### config.mk
export PLATFORM = sky130hd
export DESIGN_NAME = tx_bf_ch
export DESIGN_NICKNAME = d
export VERILOG_FILES = /design/src/rtl/tx_bf_ch_pkg.sv /design/src/rtl/tx_delay_lut.sv /design/src/rtl/tx_bf_ch.sv
export SDC_FILE = /design/constraint.sdc
export NUM_CORES = 2
export LEC_CHECK = 0
export ABC_AREA = 0
export BUFFER_PORTS_ARGS = -buffer_cell sky130_fd_sc_hd__clkbuf_2
export CORE_UTILIZATION = 64
export CTS_BUF_LIST = sky130_fd_sc_hd__clkbuf_8
export CTS_CLUSTER_SIZE = 28
export DETAILED_ROUTE_END_ITERATION = 10
export GPL_ROUTABILITY_DRIVEN = 1
export GPL_TIMING_DRIVEN = 0
export PLACE_DENSITY = 0.79
export SETUP_SLACK_MARGIN = 0.15
export SLEW_MARGIN = 20
export SYNTH_ARGS = -nofsm -noshare
export SYNTH_HDL_FRONTEND = slang
export SYNTH_SLANG_ARGS = --single-unit
export TNS_END_PERCENT = 10
### constraint.sdc
create_clock -name clk -period 3.7 [get_ports clk]
set_input_delay 0.37 -clock clk [delete_from_list [all_inputs] [get_ports clk]]
set_output_delay 0.37 -clock clk [all_outputs]
set_load 0.02 [all_outputs]
### src/rtl/tx_bf_ch_pkg.sv
// Shared widths and FSM encoding for the transmit beamforming channel.
// ADDR_WD / DELAY_WD defaults are common with the receive channels.
package tx_bf_ch_pkg;

  localparam int unsigned ADDR_WD_DEF  = 8;
  localparam int unsigned DELAY_WD_DEF = 12;

  typedef enum logic [2:0] {
    StIdle  = 3'd0,
    StLoad  = 3'd1,
    StDelay = 3'd2,
    StPulse = 3'd3,
    StDamp  = 3'd4,
    StDone  = 3'd5
  } tx_state_e;

endpackage

### src/rtl/tx_delay_lut.sv
// Per-channel focal delay RAM: one write port, one registered read port.
// A same-address write and read in one cycle returns the old word.
module tx_delay_lut #(
  parameter int unsigned ADDR_WD  = 8,
  parameter int unsigned DELAY_WD = 12
) (
  input  logic                clk_i,
  input  logic                we_i,
  input  logic [ADDR_WD-1:0]  wr_addr_i,
  input  logic [DELAY_WD-1:0] wr_data_i,
  input  logic [ADDR_WD-1:0]  rd_addr_i,
  output logic [DELAY_WD-1:0] rd_data_o
);

  logic [DELAY_WD-1:0] mem_q [2**ADDR_WD];
  logic [DELAY_WD-1:0] rd_data_q;

  always_ff @(posedge clk_i) begin
    if (we_i) begin
      mem_q[wr_addr_i] <= wr_data_i;
    end
    rd_data_q <= mem_q[rd_addr_i];
  end

  assign rd_data_o = rd_data_q;

endmodule

### src/rtl/tx_bf_ch.sv
// Transmit beamforming channel: on fire, wait the per-line LUT delay, then drive a
// bipolar burst on pulse_p/pulse_n followed by a damping clamp.
module tx_bf_ch
  import tx_bf_ch_pkg::*;
#(
  parameter int unsigned ADDR_WD   = ADDR_WD_DEF,
  parameter int unsigned DELAY_WD  = DELAY_WD_DEF,
  parameter int unsigned HALF_PER  = 4,
  parameter int unsigned NUM_CYC   = 2,
  parameter int unsigned DAMP_CLKS = 8
) (
  input  logic                clk,
  input  logic                rst_n,
  input  logic                tx_en,
  input  logic                start,
  input  logic [ADDR_WD-1:0]  lut_addr,
  input  logic                lut_we,
  input  logic                ch_sel,
  input  logic [ADDR_WD-1:0]  lut_wr_addr,
  input  logic [DELAY_WD-1:0] lut_wr_data,
  output logic                pulse_p,
  output logic                pulse_n,
  output logic                clamp,
  output logic                tx_busy,
  output logic                tx_done
);

  localparam int unsigned HalfWd = $clog2(HALF_PER + 1);
  localparam int unsigned CycWd  = $clog2(NUM_CYC + 1);
  localparam int unsigned DampWd = $clog2(DAMP_CLKS + 1);

  localparam logic [HalfWd-1:0]   HalfLoad = HalfWd'(HALF_PER);
  localparam logic [HalfWd-1:0]   HalfOne  = HalfWd'(1);
  localparam logic [CycWd-1:0]    CycLoad  = CycWd'(NUM_CYC);
  localparam logic [CycWd-1:0]    CycOne   = CycWd'(1);
  localparam logic [DampWd-1:0]   DampLoad = DampWd'(DAMP_CLKS);
  localparam logic [DampWd-1:0]   DampOne  = DampWd'(1);
  localparam logic [DELAY_WD-1:0] DlyOne   = DELAY_WD'(1);

  tx_state_e           state_q, state_d;
  logic [ADDR_WD-1:0]  addr_q, addr_d;
  logic                rd_wait_q, rd_wait_d;
  logic [DELAY_WD-1:0] dly_q, dly_d;
  logic [HalfWd-1:0]   half_q, half_d;
  logic [CycWd-1:0]    cyc_q, cyc_d;
  logic [DampWd-1:0]   damp_q, damp_d;
  logic                neg_q, neg_d;
  logic                pulse_p_q, pulse_p_d;
  logic                pulse_n_q, pulse_n_d;
  logic                clamp_q, clamp_d;
  logic                busy_q, busy_d;
  logic                done_q, done_d;
  logic [DELAY_WD-1:0] lut_rd_data;

  tx_delay_lut #(
    .ADDR_WD  (ADDR_WD),
    .DELAY_WD (DELAY_WD)
  ) u_lut (
    .clk_i     (clk),
    .we_i      (lut_we & ch_sel),
    .wr_addr_i (lut_wr_addr),
    .wr_data_i (lut_wr_data),
    .rd_addr_i (addr_q),
    .rd_data_o (lut_rd_data)
  );

  always_ff @(posedge clk or negedge rst_n) begin
    if (!rst_n) begin
      state_q   <= StIdle;
      addr_q    <= '0;
      rd_wait_q <= 1'b0;
      dly_q     <= '0;
      half_q    <= '0;
      cyc_q     <= '0;
      damp_q    <= '0;
      neg_q     <= 1'b0;
      pulse_p_q <= 1'b0;
      pulse_n_q <= 1'b0;
      clamp_q   <= 1'b0;
      busy_q    <= 1'b0;
      done_q    <= 1'b0;
    end else begin
      state_q   <= state_d;
      addr_q    <= addr_d;
      rd_wait_q <= rd_wait_d;
      dly_q     <= dly_d;
      half_q    <= half_d;
      cyc_q     <= cyc_d;
      damp_q    <= damp_d;
      neg_q     <= neg_d;
      pulse_p_q <= pulse_p_d;
      pulse_n_q <= pulse_n_d;
      clamp_q   <= clamp_d;
      busy_q    <= busy_d;
      done_q    <= done_d;
    end
  end

  always_comb begin
    state_d   = state_q;
    addr_d    = addr_q;
    rd_wait_d = rd_wait_q;
    dly_d     = dly_q;
    half_d    = half_q;
    cyc_d     = cyc_q;
    damp_d    = damp_q;
    neg_d     = neg_q;
    unique case (state_q)
      StIdle: begin
        if (start && tx_en) begin
          state_d   = StLoad;
          addr_d    = lut_addr;
          rd_wait_d = 1'b1;
        end
      end
      // First LOAD cycle lets the RAM capture addr_q; the second consumes the read data.
      StLoad: begin
        if (rd_wait_q) begin
          rd_wait_d = 1'b0;
        end else if (lut_rd_data == '0) begin
          state_d = StPulse;
          half_d  = HalfLoad;
          cyc_d   = CycLoad;
          neg_d   = 1'b0;
        end else begin
          state_d = StDelay;
          dly_d   = lut_rd_data;
        end
      end
      StDelay: begin
        dly_d = dly_q - DlyOne;
        if (dly_q == DlyOne) begin
          state_d = StPulse;
          half_d  = HalfLoad;
          cyc_d   = CycLoad;
          neg_d   = 1'b0;
        end
      end
      StPulse: begin
        if (half_q != HalfOne) begin
          half_d = half_q - HalfOne;
        end else if (!neg_q) begin
          neg_d  = 1'b1;
          half_d = HalfLoad;
        end else if (cyc_q != CycOne) begin
          neg_d  = 1'b0;
          half_d = HalfLoad;
          cyc_d  = cyc_q - CycOne;
        end else begin
          state_d = StDamp;
          damp_d  = DampLoad;
        end
      end
      StDamp: begin
        if (damp_q == DampOne) begin
          state_d = StDone;
        end else begin
          damp_d = damp_q - DampOne;
        end
      end
      StDone: state_d = StIdle;
      default: state_d = StIdle;
    endcase
    if (!tx_en && (state_q != StIdle)) begin
      state_d   = StIdle;
      rd_wait_d = 1'b0;
    end
  end

  // Outputs are decoded from next state so they register on the same edge as the state.
  always_comb begin
    pulse_p_d = (state_d == StPulse) && !neg_d;
    pulse_n_d = (state_d == StPulse) && neg_d;
    clamp_d   = (state_d == StDamp);
    busy_d    = (state_d == StLoad) || (state_d == StDelay) ||
                (state_d == StPulse) || (state_d == StDamp);
    done_d    = (state_d == StDone);
  end

  assign pulse_p = pulse_p_q;
  assign pulse_n = pulse_n_q;
  assign clamp   = clamp_q;
  assign tx_busy = busy_q;
  assign tx_done = done_q;

endmodule

==> impl_metrics.yaml <==
routing:
  drt-pass1-iter-count: 9
  drt-initial-drc-count: 12900
  ant_nets: 0
  wl_um: 403000
  drt_drc_violations_left: 0
  routedWlPerCell_um: 44.2
  vias_per_cell: 7.48
  num_vias: 68200
sta:
  worst_slack_ns: -0.138
  worst_pin_slew_ns: 1.22
  rsz0062_at_grt: "yes"
  slew_violations: 0
  report.final.hold_viol_count: 0
  fmax_mhz: 261
  finClkSkew_ns: 0.0636
  post-route-period-util: 1.04
  min_period_ns: 3.84
  slew_headroom: 0.184
  setup_tns_ns: -0.981
  finalSetupViolCount: 12
  whs_ns: 0.0581
clock_network:
  cts_tree: "yes"
  post_cts.repair.setup_buffers: 0
  cts_buffer_depth: 4
  clk_latency_ns: 1.21
  h-tree-depth: 5
  cts-root-buf: "clkbuf_8"
  cts.sinks: 3123
  path_clk_slew_ns: 0.07
  cts_buffers: 475
worst_hold_path:
  holdPathStages: 3
  hp-class: "in2reg"
logic_synthesis:
  synthTopCellsByCount: "edfxtp_1 (3072), mux4_2 (657), nor2_1 (301)"
  yosysSeqAreaShare: 0.775
  syn_inst: 5636
  ys.flop_type: "edfxtp_1"
  yosysUniqueCellTypes: 66
  yosysWarnings: 0
  yosysMostFrequentCell: "edfxtp_1"
  synth_edf_count: 3072
  synth.avg_cell_area_um2: 21.4
  syn_nets: 5677
  async_reset_ff_frac: 0.0125
  yosys.area.top_type: "edfxtp_1"
  synthesis.area_um2: 121000
  synth_top_cell_area_share: 0.765
  synth-seq-cells: 3123
  synth_area_leaders: "edfxtp_1 (77%), mux4_2 (12%), a22oi_1 (1.7%)"
critical_path:
  cp-start-kind: "register"
  critical_path.top_delay_family: "buffers and inverters"
  cp_data_required_time_ns: 4.76
  worst_setup_path_end_kind: "register"
  r2r_cells: 8
  slowest_stage: "a211oi_1"
  critPathMaxFanout: 10
  cp_common_cell: "buf_4"
  path_depth: 8
  crit_arrival_ns: 4.89
  cp_num_buf_inv: 3
  cp_slowest_stage_delay_ns: 0.77
  path_class: "reg2reg"
  path_cells: "buf_4 > buf_2 > buf_4 > mux4_2 > o22ai_1 > a211oi_1 > nor2_1 > a211oi_2"
floorplanning:
  die-area_um2: 190000
  die_x_um: 436
  die_h_um: 436
  core-area_um2: 186000
  row_count: 158
  start_util: 0.647
  ios: 39
place:
  dp_hpwl_um: 269000
  dpl_worst_slack_ns: -1.35
  place_area_um2: 126000
  port_buffers: 34
  place_congestion: 1.04
global_route:
  grt_usage: 0.425
  grt_pass1_vias: 65200
  grt_pass1_wl_um: 536000
  grt_max_degree: 133
  grt-ovfl-total: 0
  antenna_found_initial: 19
power:
  leakage_nw: 43.2
  ir_drop_mv: 0.498
  p_per_area_nw_per_um2: 766
run_status:
  run_status: "finished with violations"
  violations: "negative setup slack"
final_layout:
  fin_nets: 6309
  syn_to_final_growth_pct: 13.1
  final_cell_area_um2: 136000
  final_layout_size_suffix_gt1_frac: 0.303
  fin_util: 0.732
  fillers: 10100
run:
  maxCapViolations: 0
[kinds of logic (layout without fill, tap and decap cells)]
kind of cell,Yosys count,after routing,share of synthesized area
buffers and inverters,359,1343,0.0191
other,0,14,0
flip-flops,3123,3123,0.775
adder cells (fa/ha/maj),7,7,0.000726
multiplexers,865,865,0.142
AND/OR/NAND/NOR,543,543,0.0206
AO/OA/AOI/OAI,739,739,0.0422
[layout make-up]
type	count	area (um^2)	area share
multi-input combinational	2154	26300	0.193
clock buffer	491	6760	0.0496
buffer	347	2690	0.0197
tap	2480	3100	0.0228
sequential	3123	93500	0.686
timing repair buffer	155	2240	0.0165
inverter	12	45.0	0.000330
antenna	14	35.0	0.000257
clock inverter	338	1670	0.0123
[worst paths after layout]
kind / from / to / slack, ns
max: addr_q[1] / u_lut.rd_data_o[2] / -0.14
min: lut_addr[7] / addr_q[7] / 0.06
max reg2reg: addr_q[1] / u_lut.rd_data_o[2] / -0.14
min reg2reg: half_q[2] / half_q[2] / 0.48
max in group asynchronous: rst_n / addr_q[0] / 2.38
min in group asynchronous: rst_n / addr_q[4] / 0.50
[metrics by stage]
stage          cells  total power, mW
2_1_floorplan   5636             58.0
3_3_place_gp    8150             74.3
3_5_place_dp    8242             74.9
4_1_cts         9100              102
5_1_grt         9107              105
6_report        9114              104
[worst register-to-register path, cell delays in order (launching register included)]
cell and delay, ns:
dfrtp_1 0.48, buf_4 0.33, buf_2 0.63, buf_4 0.58, mux4_2 0.32, o22ai_1 0.08
a211oi_1 0.77, nor2_1 0.14, a211oi_2 0.37
[cell usage in the layout, fill, tap and decap left out, drive strengths merged, types with 7 or more instances in the layout]
cell,count
nand3,30
mux4,672
dfxtp,12
mux2,20
a21boi,8
o21ai,41
o22ai,44
o221ai,49
ha,7
buf,270
and2,8
a22oi,266
dfrtp,39
o32ai,9
nor2,302
a211oi,42
clkinv,176
a22o,18
a31oi,13
clkbuf,692
inv,161
nand4,10
or2,7
mux2i,173
o2bb2ai,14
nand2b,12
nor3,24
a21oi,189
edfxtp,3072
dlygate4sd3,29
diode,14
bufinv,11
a221oi,15
nor4,37
nor2b,22
nand2,68
[flip-flops by register name, indices dropped and copies added (netlist names)]
register         cells
addr_q               8
u_lut.mem_q       3072
pulse_p              1
u_lut.rd_data_o     12
damp_q               4
dly_q               12
tx_busy              1
rd_wait_q            1
cyc_q                2
clamp                1
tx_done              1
state_q              3
pulse_n              1
neg_q                1
half_q               3
[routing by layer]
metal | track usage | vias up | share of wire
met5 | 0 | - | 0.00014
met4 | 0.324 | 10 | 0.096
met3 | 0.182 | 1432 | 0.17
met2 | 0.591 | 6986 | 0.42
met1 | 0.533 | 34600 | 0.31
li1 | - | 25100 | -
[power by group]
part	switching, mW	internal, mW
registers	0.272	39.1
clock network	13.3	13.0
logic	26.3	12.4
[repair_timing]
item | in CTS | in global routing
setup endpoints to repair | 12 | 11
gates resized for setup | 235 | 74
hold endpoints to repair | 1253 | 0
hold buffers | 29 | 0
pin swaps | 10 | 9
Note: power is estimated with default switching activity, not from simulation.
